`config.mk`:
```
export PLATFORM = sky130hd
export DESIGN_NAME = sdram_port_bridge_flat
export DESIGN_NICKNAME = d
export VERILOG_FILES = /design/src/rtl/sdram_port_bridge_pkg.sv /design/src/rtl/sdram_port_bridge_if.sv /design/src/rtl/sdram_port_bridge_wr_fifo.sv /design/src/rtl/sdram_port_bridge.sv /design/src/flat_wrapper.sv
export SDC_FILE = /design/constraint.sdc
export NUM_CORES = 1
export LEC_CHECK = 0
export ABC_AREA = 0
export CORE_MARGIN = 5
export CORE_UTILIZATION = 30
export CTS_BUF_LIST = sky130_fd_sc_hd__clkbuf_16
export DETAILED_ROUTE_END_ITERATION = 6
export SYNTH_ARGS = -nofsm -noshare
export SYNTH_HDL_FRONTEND = slang
export SYNTH_HIERARCHICAL = 1
export SYNTH_SLANG_ARGS = --single-unit
```
`constraint.sdc`:
```
create_clock -name clk -period 2.8 [get_ports clk]
set_clock_uncertainty 0.05 [all_clocks]
set_input_delay 0.56 -clock clk [delete_from_list [all_inputs] [get_ports clk]]
set_output_delay 0.56 -clock clk [all_outputs]
set_load 0.02 [all_outputs]
```
`src/rtl/sdram_port_bridge_pkg.sv`:
```
// Shared definitions for the SDRAM client port bridge: default widths,
// address/data types, read FSM encoding and a rising-edge helper.
// Build option: SDRAM_BRIDGE_RAW_CHECK_EN (used by sdram_port_bridge).
package sdram_bridge_pkg;

  localparam int DEF_ADDR_W = 20;
  localparam int DEF_DATA_W = 16;

  typedef logic [DEF_ADDR_W-1:0] addr_t;
  typedef logic [DEF_DATA_W-1:0] data_t;

  typedef enum logic [1:0] {
    R_IDLE = 2'd0,
    R_REQ  = 2'd1,
    R_WAIT = 2'd2
  } rd_state_e;

  // The controller holds gnt / read_valid for several cycles; only the first
  // cycle of each assertion carries meaning for the bridge.
  function automatic logic edge_rise(input logic cur, input logic prev);
    return cur & ~prev;
  endfunction

endpackage

```
`src/rtl/sdram_port_bridge_if.sv`:
```
// Client and controller signal bundle for sdram_port_bridge.
// slave  : the bridge view (takes client requests, drives the controller).
// master : the environment view (client plus controller).
interface sdram_port_bridge_if
  import sdram_bridge_pkg::*;
#(
  parameter int ADDR_W = DEF_ADDR_W,
  parameter int DATA_W = DEF_DATA_W
);

  // Client write port
  logic              wr_valid;
  logic              wr_ready;
  logic [ADDR_W-1:0] wr_addr;
  logic [DATA_W-1:0] wr_data;
  // Client read port
  logic              rd_valid;
  logic              rd_ready;
  logic [ADDR_W-1:0] rd_addr;
  logic              rd_resp_valid;
  logic [DATA_W-1:0] rd_resp_data;
  // Controller write channel
  logic              write_req;
  logic              write_gnt;
  logic [ADDR_W-1:0] w_addr;
  logic [DATA_W-1:0] din;
  // Controller read channel
  logic              read_req;
  logic              read_gnt;
  logic [ADDR_W-1:0] r_addr;
  logic [DATA_W-1:0] dout;
  logic              read_valid;

  modport slave (
    input  wr_valid, wr_addr, wr_data, rd_valid, rd_addr,
           write_gnt, read_gnt, dout, read_valid,
    output wr_ready, rd_ready, rd_resp_valid, rd_resp_data,
           write_req, w_addr, din, read_req, r_addr
  );

  modport master (
    output wr_valid, wr_addr, wr_data, rd_valid, rd_addr,
           write_gnt, read_gnt, dout, read_valid,
    input  wr_ready, rd_ready, rd_resp_valid, rd_resp_data,
           write_req, w_addr, din, read_req, r_addr
  );

endinterface

```
`src/rtl/sdram_port_bridge_wr_fifo.sv`:
```
// Posted-write FIFO for the SDRAM bridge. Head entry is always visible; a
// per-entry valid/address view lets the bridge look for read-after-write hits.
// Push is refused when full even if a pop happens in the same cycle.
module sdram_wr_fifo
  import sdram_bridge_pkg::*;
#(
  parameter int  DEPTH  = 4,
  parameter int  ADDR_W = DEF_ADDR_W,
  parameter int  DATA_W = DEF_DATA_W,
  localparam int PTR_W  = $clog2(DEPTH),
  localparam int LVL_W  = PTR_W + 1
) (
  input  logic                         clk,
  input  logic                         reset_n,
  input  logic                         push_i,
  input  logic [ADDR_W-1:0]            push_addr_i,
  input  logic [DATA_W-1:0]            push_data_i,
  input  logic                         pop_i,
  output logic [ADDR_W-1:0]            head_addr_o,
  output logic [DATA_W-1:0]            head_data_o,
  output logic                         full_o,
  output logic                         empty_o,
  output logic [LVL_W-1:0]             level_o,
  output logic [DEPTH-1:0]             entry_vld_o,
  output logic [DEPTH-1:0][ADDR_W-1:0] entry_addr_o
);

  logic [PTR_W-1:0]            wr_ptr_q, wr_ptr_d;
  logic [PTR_W-1:0]            rd_ptr_q, rd_ptr_d;
  logic [LVL_W-1:0]            level_q, level_d;
  logic [DEPTH-1:0]            vld_q, vld_d;
  logic [DEPTH-1:0][ADDR_W-1:0] addr_mem;
  logic [DATA_W-1:0]           data_mem [DEPTH];
  logic                        push_ok, pop_ok;

  assign full_o       = (level_q == LVL_W'(DEPTH));
  assign empty_o      = (level_q == '0);
  assign push_ok      = push_i & ~full_o;
  assign pop_ok       = pop_i & ~empty_o;
  assign level_o      = level_q;
  assign entry_vld_o  = vld_q;
  assign entry_addr_o = addr_mem;
  assign head_addr_o  = addr_mem[rd_ptr_q];
  assign head_data_o  = data_mem[rd_ptr_q];

  // Pointer, occupancy and per-entry valid update
  always_comb begin
    wr_ptr_d = wr_ptr_q;
    rd_ptr_d = rd_ptr_q;
    level_d  = level_q;
    vld_d    = vld_q;
    if (push_ok) begin
      wr_ptr_d        = wr_ptr_q + 1'b1;
      vld_d[wr_ptr_q] = 1'b1;
    end
    if (pop_ok) begin
      rd_ptr_d        = rd_ptr_q + 1'b1;
      vld_d[rd_ptr_q] = 1'b0;
    end
    case ({push_ok, pop_ok})
      2'b10:   level_d = level_q + 1'b1;
      2'b01:   level_d = level_q - 1'b1;
      default: level_d = level_q;
    endcase
  end

  // Control state register; reset empties the FIFO
  always_ff @(posedge clk) begin
    if (!reset_n) begin
      wr_ptr_q <= '0;
      rd_ptr_q <= '0;
      level_q  <= '0;
      vld_q    <= '0;
    end else begin
      wr_ptr_q <= wr_ptr_d;
      rd_ptr_q <= rd_ptr_d;
      level_q  <= level_d;
      vld_q    <= vld_d;
    end
  end

  // Entry storage; contents are qualified by vld_q so no reset is needed
  always_ff @(posedge clk) begin
    if (push_ok) begin
      addr_mem[wr_ptr_q] <= push_addr_i;
      data_mem[wr_ptr_q] <= push_data_i;
    end
  end

endmodule

```
`src/rtl/sdram_port_bridge.sv`:
```
// Client-side front end for the dual-ported SDRAM controller. Writes are
// posted into sdram_wr_fifo and drained on write_gnt rising edges; single
// reads run through a three-state FSM against the level req/gnt handshake.
// Build option: SDRAM_BRIDGE_RAW_CHECK_EN holds off a read whose address
// matches any posted write still in the FIFO.
module sdram_port_bridge
  import sdram_bridge_pkg::*;
#(
  parameter int  WFIFO_DEPTH = 4,
  parameter int  ADDR_W      = DEF_ADDR_W,
  parameter int  DATA_W      = DEF_DATA_W,
  localparam int LVL_W       = $clog2(WFIFO_DEPTH) + 1
) (
  input  logic               clk,
  input  logic               reset_n,
  sdram_port_bridge_if.slave bus,
  output logic [LVL_W-1:0]   wfifo_level
);

  logic                              wgnt_q, rgnt_q, rv_q;
  logic                              wgnt_rise, rgnt_rise, rv_rise;
  logic                              fifo_full, fifo_empty, fifo_pop;
  logic [WFIFO_DEPTH-1:0]            entry_vld;
  logic [WFIFO_DEPTH-1:0][ADDR_W-1:0] entry_addr;
  logic                              raw_hit;
  rd_state_e                         state_q, state_d;
  logic                              rd_accept, resp_fire;
  logic                              read_req_c, rd_ready_c;
  logic [ADDR_W-1:0]                 r_addr_q;
  logic [DATA_W-1:0]                 rd_resp_data_q;
  logic                              rd_resp_valid_q;

  // Edge history for the controller's stretched handshake signals
  always_ff @(posedge clk) begin
    if (!reset_n) begin
      wgnt_q <= 1'b0;
      rgnt_q <= 1'b0;
      rv_q   <= 1'b0;
    end else begin
      wgnt_q <= bus.write_gnt;
      rgnt_q <= bus.read_gnt;
      rv_q   <= bus.read_valid;
    end
  end

  assign wgnt_rise = edge_rise(bus.write_gnt, wgnt_q);
  assign rgnt_rise = edge_rise(bus.read_gnt, rgnt_q);
  assign rv_rise   = edge_rise(bus.read_valid, rv_q);

  // A grant edge only pops when a write was actually being requested
  assign fifo_pop  = wgnt_rise & ~fifo_empty;

  sdram_wr_fifo #(
    .DEPTH  (WFIFO_DEPTH),
    .ADDR_W (ADDR_W),
    .DATA_W (DATA_W)
  ) u_wr_fifo (
    .clk          (clk),
    .reset_n      (reset_n),
    .push_i       (bus.wr_valid),
    .push_addr_i  (bus.wr_addr),
    .push_data_i  (bus.wr_data),
    .pop_i        (fifo_pop),
    .head_addr_o  (bus.w_addr),
    .head_data_o  (bus.din),
    .full_o       (fifo_full),
    .empty_o      (fifo_empty),
    .level_o      (wfifo_level),
    .entry_vld_o  (entry_vld),
    .entry_addr_o (entry_addr)
  );

  assign bus.wr_ready  = ~fifo_full;
  assign bus.write_req = ~fifo_empty;

`ifdef SDRAM_BRIDGE_RAW_CHECK_EN
  // Read-after-write hazard: any posted write to the same word blocks the read
  always_comb begin
    raw_hit = 1'b0;
    for (int i = 0; i < WFIFO_DEPTH; i++) begin
      if (entry_vld[i] && (entry_addr[i] == bus.rd_addr)) raw_hit = 1'b1;
    end
  end
`else
  logic raw_unused;
  assign raw_hit    = 1'b0;
  assign raw_unused = ^{entry_vld, entry_addr};
`endif

  // Read FSM state register
  always_ff @(posedge clk) begin
    if (!reset_n) state_q <= R_IDLE;
    else          state_q <= state_d;
  end

  // Read FSM next state and handshake outputs
  always_comb begin
    state_d    = state_q;
    rd_accept  = 1'b0;
    resp_fire  = 1'b0;
    read_req_c = 1'b0;
    rd_ready_c = 1'b0;
    unique case (state_q)
      R_IDLE: begin
        rd_ready_c = ~raw_hit;
        if (bus.rd_valid && !raw_hit) begin
          rd_accept = 1'b1;
          state_d   = R_REQ;
        end
      end
      R_REQ: begin
        read_req_c = 1'b1;
        if (rgnt_rise) state_d = R_WAIT;
      end
      R_WAIT: begin
        if (rv_rise) begin
          resp_fire = 1'b1;
          state_d   = R_IDLE;
        end
      end
      default: state_d = R_IDLE;
    endcase
  end

  // Latched read address and the one-cycle response
  always_ff @(posedge clk) begin
    if (!reset_n) begin
      r_addr_q        <= '0;
      rd_resp_data_q  <= '0;
      rd_resp_valid_q <= 1'b0;
    end else begin
      rd_resp_valid_q <= resp_fire;
      if (rd_accept) r_addr_q       <= bus.rd_addr;
      if (resp_fire) rd_resp_data_q <= bus.dout;
    end
  end

  assign bus.rd_ready      = rd_ready_c;
  assign bus.read_req      = read_req_c;
  assign bus.r_addr        = r_addr_q;
  assign bus.rd_resp_valid = rd_resp_valid_q;
  assign bus.rd_resp_data  = rd_resp_data_q;

endmodule
```
`src/flat_wrapper.sv`:
```
// flat-port wrapper written by rule: the top's interface ports become plain ports
module sdram_port_bridge_flat import sdram_bridge_pkg::*;
#(
  parameter int  WFIFO_DEPTH = 4,
  parameter int  ADDR_W      = DEF_ADDR_W,
  parameter int  DATA_W      = DEF_DATA_W,
  localparam int LVL_W       = $clog2(WFIFO_DEPTH) + 1
)
  (clk, reset_n, wfifo_level, bus_wr_valid, bus_wr_addr, bus_wr_data, bus_rd_valid, bus_rd_addr, bus_write_gnt, bus_read_gnt, bus_dout, bus_read_valid, bus_wr_ready, bus_rd_ready, bus_rd_resp_valid, bus_rd_resp_data, bus_write_req, bus_w_addr, bus_din, bus_read_req, bus_r_addr);
  sdram_port_bridge_if #(.ADDR_W(ADDR_W), .DATA_W(DATA_W)) bus_i ();
  input  logic clk;
  input  logic reset_n;
  output logic [LVL_W-1:0] wfifo_level;
  input wire logic [$bits(bus_i.wr_valid)-1:0] bus_wr_valid;
  input wire logic [$bits(bus_i.wr_addr)-1:0] bus_wr_addr;
  input wire logic [$bits(bus_i.wr_data)-1:0] bus_wr_data;
  input wire logic [$bits(bus_i.rd_valid)-1:0] bus_rd_valid;
  input wire logic [$bits(bus_i.rd_addr)-1:0] bus_rd_addr;
  input wire logic [$bits(bus_i.write_gnt)-1:0] bus_write_gnt;
  input wire logic [$bits(bus_i.read_gnt)-1:0] bus_read_gnt;
  input wire logic [$bits(bus_i.dout)-1:0] bus_dout;
  input wire logic [$bits(bus_i.read_valid)-1:0] bus_read_valid;
  output wire logic [$bits(bus_i.wr_ready)-1:0] bus_wr_ready;
  output wire logic [$bits(bus_i.rd_ready)-1:0] bus_rd_ready;
  output wire logic [$bits(bus_i.rd_resp_valid)-1:0] bus_rd_resp_valid;
  output wire logic [$bits(bus_i.rd_resp_data)-1:0] bus_rd_resp_data;
  output wire logic [$bits(bus_i.write_req)-1:0] bus_write_req;
  output wire logic [$bits(bus_i.w_addr)-1:0] bus_w_addr;
  output wire logic [$bits(bus_i.din)-1:0] bus_din;
  output wire logic [$bits(bus_i.read_req)-1:0] bus_read_req;
  output wire logic [$bits(bus_i.r_addr)-1:0] bus_r_addr;
  assign bus_i.wr_valid = bus_wr_valid;
  assign bus_i.wr_addr = bus_wr_addr;
  assign bus_i.wr_data = bus_wr_data;
  assign bus_i.rd_valid = bus_rd_valid;
  assign bus_i.rd_addr = bus_rd_addr;
  assign bus_i.write_gnt = bus_write_gnt;
  assign bus_i.read_gnt = bus_read_gnt;
  assign bus_i.dout = bus_dout;
  assign bus_i.read_valid = bus_read_valid;
  assign bus_wr_ready = bus_i.wr_ready;
  assign bus_rd_ready = bus_i.rd_ready;
  assign bus_rd_resp_valid = bus_i.rd_resp_valid;
  assign bus_rd_resp_data = bus_i.rd_resp_data;
  assign bus_write_req = bus_i.write_req;
  assign bus_w_addr = bus_i.w_addr;
  assign bus_din = bus_i.din;
  assign bus_read_req = bus_i.read_req;
  assign bus_r_addr = bus_i.r_addr;
  sdram_port_bridge #(.WFIFO_DEPTH(WFIFO_DEPTH), .ADDR_W(ADDR_W), .DATA_W(DATA_W)) u_core (.clk(clk), .reset_n(reset_n), .bus(bus_i), .wfifo_level(wfifo_level));
endmodule
```
# Word-level counts from Yosys, hierarchy flattened
# Memories as Yosys holds them, arrays and structs flattened. A register that Yosys moved wholly into a read port is not among the register bits.
# Cells that the tools add are included.
# word_totals
output_inout_bits	80
reg_bits	129
memories	1
inputBits	79
mem_bits_rw	64
wordCells	66
# memory_table
name	depth	word_bits	read_ports	rd_ports_with_merged_regs	wr	line_no	rtl
u_core.u_wr_fifo.data_mem	4	16	1	1	1	sdram_port_bridge_wr_fifo.sv:33	logic [DATA_W-1:0] data_mem [DEPTH];
# classes
order_cmp	3
n_eq_ne	8
reduce_logical	5
n_addsub	4
muxes	20
bitwise_logic	11
# ops
cell	n
bitwise mux 80 bit	1
binary-select mux 20 bit (select 2 bit)	1
demux 20 bit (select 2 bit)	1
2-to-1 mux 20 bit	2
2-to-1 mux 2 bit	5
2-to-1 mux 1 bit	8
bitwise AND 1 bit	6
< comparator 2 x 3 -> 1 bit (second input constant)	2
one-hot mux 2 bit (3 select lines)	1
one-hot mux 3 bit (2 select lines)	1
inverter 1 bit	5
adder 2 x 1 -> 2 bit (second input constant)	2
equality test 2 x 1 -> 1 bit (second input constant)	2
equality test 2 bit (second input constant)	2
!= test 2 x 1 -> 1 bit (second input constant)	2
adder 3 x 1 -> 3 bit (second input constant)	1
equality test 3 bit (second input constant)	1
zero test 3 bit	1
AND reduction 3 bit	1
subtractor 3 x 1 -> 3 bit (second input constant)	1
>= comparator 2 x 1 -> 1 bit (second input constant)	1
zero test 2 bit	1
!= test 2 bit (second input constant)	1
nonzero test 2 bit	1
logical AND 1 bit	1

# Longest topological paths before layout
# depth
ltp_word	6
mapped_depth	10
mapped_depth_nobuf	9

# Cells and area by module
# Netlist, hierarchy kept.
# modules_own_cells
mod	seq_area_each_um2	cells_per_inst	instances	area_each_um2
sdram_wr_fifo	4584.4	262	1	5900.7
sdram_port_bridge	840.8	184	1	1545.2

# Least setup slack after synthesis
# OpenSTA, ideal clock, no wires.
# synth_timing
kind	reg-to-reg
startpoint	register u_core.u_wr_fifo.level_q[0] (netlist: u_core/u_wr_fifo/level_o[0])
endpoint	memory u_core/u_wr_fifo/data_mem[0][0] in the netlist's numbering, enable pin
setup_time_ns	0.431
path_stages_with_launch	3
period_less_slack_ns	2.724
path_slack_ns	0.076
t_arrival_ns	2.242
n_path_buf	0
required_ns	2.319
cell_sequence	dfxtp_1 > nor3b_4 > nor2_1
# synth_between
elab_chain_cells	5
# synth_lines
item	line_no	rtl
from (decl)	sdram_port_bridge_wr_fifo.sv:30	logic [LVL_W-1:0] level_q, level_d;
from (signal assigned)	sdram_port_bridge_wr_fifo.sv:77	level_q <= level_d;
equality test 3 bit	sdram_port_bridge_wr_fifo.sv:36	assign full_o = (level_q == LVL_W'(DEPTH));
via u_core.fifo_full	sdram_port_bridge.sv:22	logic fifo_full, fifo_empty, fifo_pop;
inverter 1 bit	sdram_port_bridge_wr_fifo.sv:38	assign push_ok = push_i & ~full_o;
bitwise AND 1 bit	sdram_port_bridge_wr_fifo.sv:38	
2-to-1 mux 1 bit	sdram_port_bridge_wr_fifo.sv:84	if (push_ok) begin
2-to-1 mux 1 bit (not written as such)	sdram_port_bridge_wr_fifo.sv:86	data_mem[wr_ptr_q] <= push_data_i;
to (decl)	sdram_port_bridge_wr_fifo.sv:33	
# The timed path passes the listed nets, and every way through them passes these cells.

==> results.md <==
- Headroom to the max-slew limit came out at around 63%.
- After routing, the total negative slack on setup checks comes to 0 ns.
- The die extent in y is about 170 um.
- After clock tree synthesis, the flow added hold-fix buffers numbering 0.
- The clock tree root driver cell is sky130_fd_sc_hd__clkbuf_16.
- The via-per-instance ratio is around 4.5.
- In the final layout, the share of cells above drive strength 1 is between 10% and 20%.
- The number of top-level design ports is between 150 and 200.
- The portion of the clock cycle consumed by the worst path in the final layout is 95.9%.
- The number of nets in the synthesized netlist is 517.
- The number of placed instances with taps included is 900.
- Routability-driven placement finished with a final weighted congestion of a little over 0.7.
- The largest net degree at the start of global routing is 58.
- STA classifies the critical path startpoint as a flip-flop.
- After detailed routing, the number of remaining DRC violations is 0.
- For this design, the slowest cell found on the critical path is sky130_fd_sc_hd__clkdlybuf4s50_1.
- The number of pins exceeding their max-slew limit in the final report is 0.
- The transition at the pin with the smallest max-transition slack is ~0.56 ns.
- The count of nets left with antenna violations after detail routing is 0.
- The clock passes through at most 2 buffers.
- The top cell types in the final layout, fill and taps aside, are sky130_fd_sc_hd__edfxtp_1 (144), sky130_fd_sc_hd__clkdlybuf4s50_1 (141), sky130_fd_sc_hd__dfxtp_1 (50).
- The first global-routing pass estimated 25,100 um of wire.
- The total clock sinks is approximately 200.
- The clock slew at the register clock pins of the worst setup and hold paths is 0.07 ns.
- The floorplan has 57 rows.
- The flow ran to the end, and the final reports show no timing, DRC or antenna violations.
- The number of input and output port buffers inserted is roughly 160.
- Of all nets on the critical path, the largest fanout is 16.
- The number of non-filler instances in the completed layout is 933.
- The number of antenna violations at the first check in global routing is 0.
- The level count of the clock H-tree is 4.
- The kind of capture point of the worst setup path is a primary output.
- Setup slack on the critical path of the routed design comes to about 0.11 ns.
- Once detailed placement completed, the half-perimeter wirelength came to 10,400 um.
- The overall die width is roughly 170 um.
- Setup repair after global routing left no endpoint under its margin.
- In this run the static leakage power is roughly 3.3 nW.
- The average footprint of a synthesized cell is approximately 17 sq um.
- STA puts the critical path data arrival time at 2.08 ns.
- The first routing iteration left between 200 and 300 violations.
- The cell area after synthesis is 7270 sq um.
- The region available for standard cell placement spans 24,100 sq um.
- The final hold slack is between 0.4 and 0.5 ns.
- Walking the worst path, the cells encountered are buf_12 -> mux4_2 -> clkdlybuf4s50_1.
- In the final layout, the multi-input gates occupy 1760 sq um.
- Across the VDD grid, the largest voltage drop is between 0.3 and 0.4 mV.
- The worst hold path begins at u_core/bus.r_addr[3].
- The number of synthesis warnings is 6.
- The final layout contains between 600 and 700 nets.
- The area after detailed placement is a little over 9000 sq um.
- The class of the most critical setup path is flip-flop to primary output.
- After detailed routing, the average wire length per cell comes to roughly 17 um.
- The die outline area is ~27,000 sq um.
- The post-detailed-routing wire length is approximately 16,000 um.
- The number of endpoints with negative hold slack in the final report was 0.
- The remaining global-route overflow is 0.
- The clock buffer count from CTS is 17.
- The number of setup violations in the final report is 0.
- The finished cells cover about 9900 sq um.
- The count of maximum capacitance violations is 0.
- For this run, the total global-route usage over all layers was measured as between 10% and 20%.
- The most common cell after layout, fill and taps aside is sky130_fd_sc_hd__edfxtp_1.
- The launch instance of the worst register-to-register path is u_core/u_wr_fifo/level_o[0].
- The achievable clock frequency is ~370 MHz.
- In this run the power density over the cells is 677 nW/um^2.
- The worst setup timing slack at the placement stage is -0.0395 ns.
- The class of the most critical hold timing path is flip-flop to flip-flop.
- The worst stage delay on the critical path is between 0.5 and 0.6 ns.
- The later pin in the worst-skew pair is clocked with a latency of 0.42 ns.
- The vias after detailed routing is 4,198.
- The effective utilization at floorplan is 30.2%.
- Counting the fill cells in the layout gives around 2,200.
- TritonCTS built the clock tree.
- The synthesized instance count is approximately 430.
- Relative to the synthesized area, the layout overhead comes to 36.5%.
- The footprint of the flip-flops and latches is between 5000 and 6000 sq um.
- The via count of the first global-routing pass came to roughly 4,600.
- At the worst endpoint, the required time is 2.19 ns.
- The number of optimization iterations in the first detailed-route pass is 4.
- The smallest clock period supported by the final layout is computed as around 2.7 ns.
[registers in the layout, summed over array words and instances, names as in the netlist, 2 cells and up, named ones only]
signal / flops
u_core/u_wr_fifo/entry_addr_o: 80
u_core/u_wr_fifo/data_mem: 64
u_core/bus.r_addr: 20
u_core/bus.rd_resp_data: 16
u_core/u_wr_fifo/level_o: 3
u_core/state_q: 2
u_core/u_wr_fifo/rd_ptr_q: 2
u_core/u_wr_fifo/wr_ptr_q: 2
[critical path: cells and delay by family, from the launching register on]
family                 cells  cell delay (ns)
DFF                        1             0.36
muxes                      1             0.53
buffers and inverters      2             0.76
[stage by stage]
stage / power (mW) / utilization [%]
final: 6.72 / 41.2
after detailed placement: 4.41 / 38.6
after floorplan: 3.90 / -
after global placement: 4.39 / 38.6
after global routing: 7.04 / 41.2
after CTS: 6.83 / 41.1
[area by class of cell]
type / instances / share of cell area (%)
sequential: 195 / 53.9
timing repair buffer: 171 / 17.8
multi-input combinational: 200 / 17.8
clock buffer: 17 / 4.29
tap: 324 / 4.08
clock inverter: 15 / 1.80
inverter: 10 / 0.378
antenna: 1 / 0.0252
[routing by layer]
layer | GRT usage, % | share of wire [%] | routed length (um) | vias to the layer above
li1 | - | - | - | 1959
met1 | 13.9 | 42 | 6540 | 2060
met2 | 18.9 | 48 | 7470 | 162
met3 | 4.50 | 9.0 | 1420 | 17
met4 | 4.23 | 1.6 | 247 | 0
met5 | 0 | 0 | 0 | -
[final timing paths]
check	endpoint	slack, ns	cells after the start
worst min register to register	u_core/bus.r_addr[3]	0.41	2
worst max-delay path	bus_din[3]	0.11	3
worst min-delay path	u_core/bus.r_addr[3]	0.41	2
worst max register to register	u_core/u_wr_fifo/level_o[2]	0.34	9
[what timing repair did]
item	in CTS	in global routing
setup buffers	0	0
cloned	0	0
resized for setup	11	6
setup endpoints to repair	16	6
[where the power goes]
part	leakage, nW	internal, mW	switching (mW)
registers	1.74	3.27	0.0676
clock network	0.293	1.22	1.20
logic	1.25	0.489	0.479
Note: power is estimated with default switching activity, not from simulation.
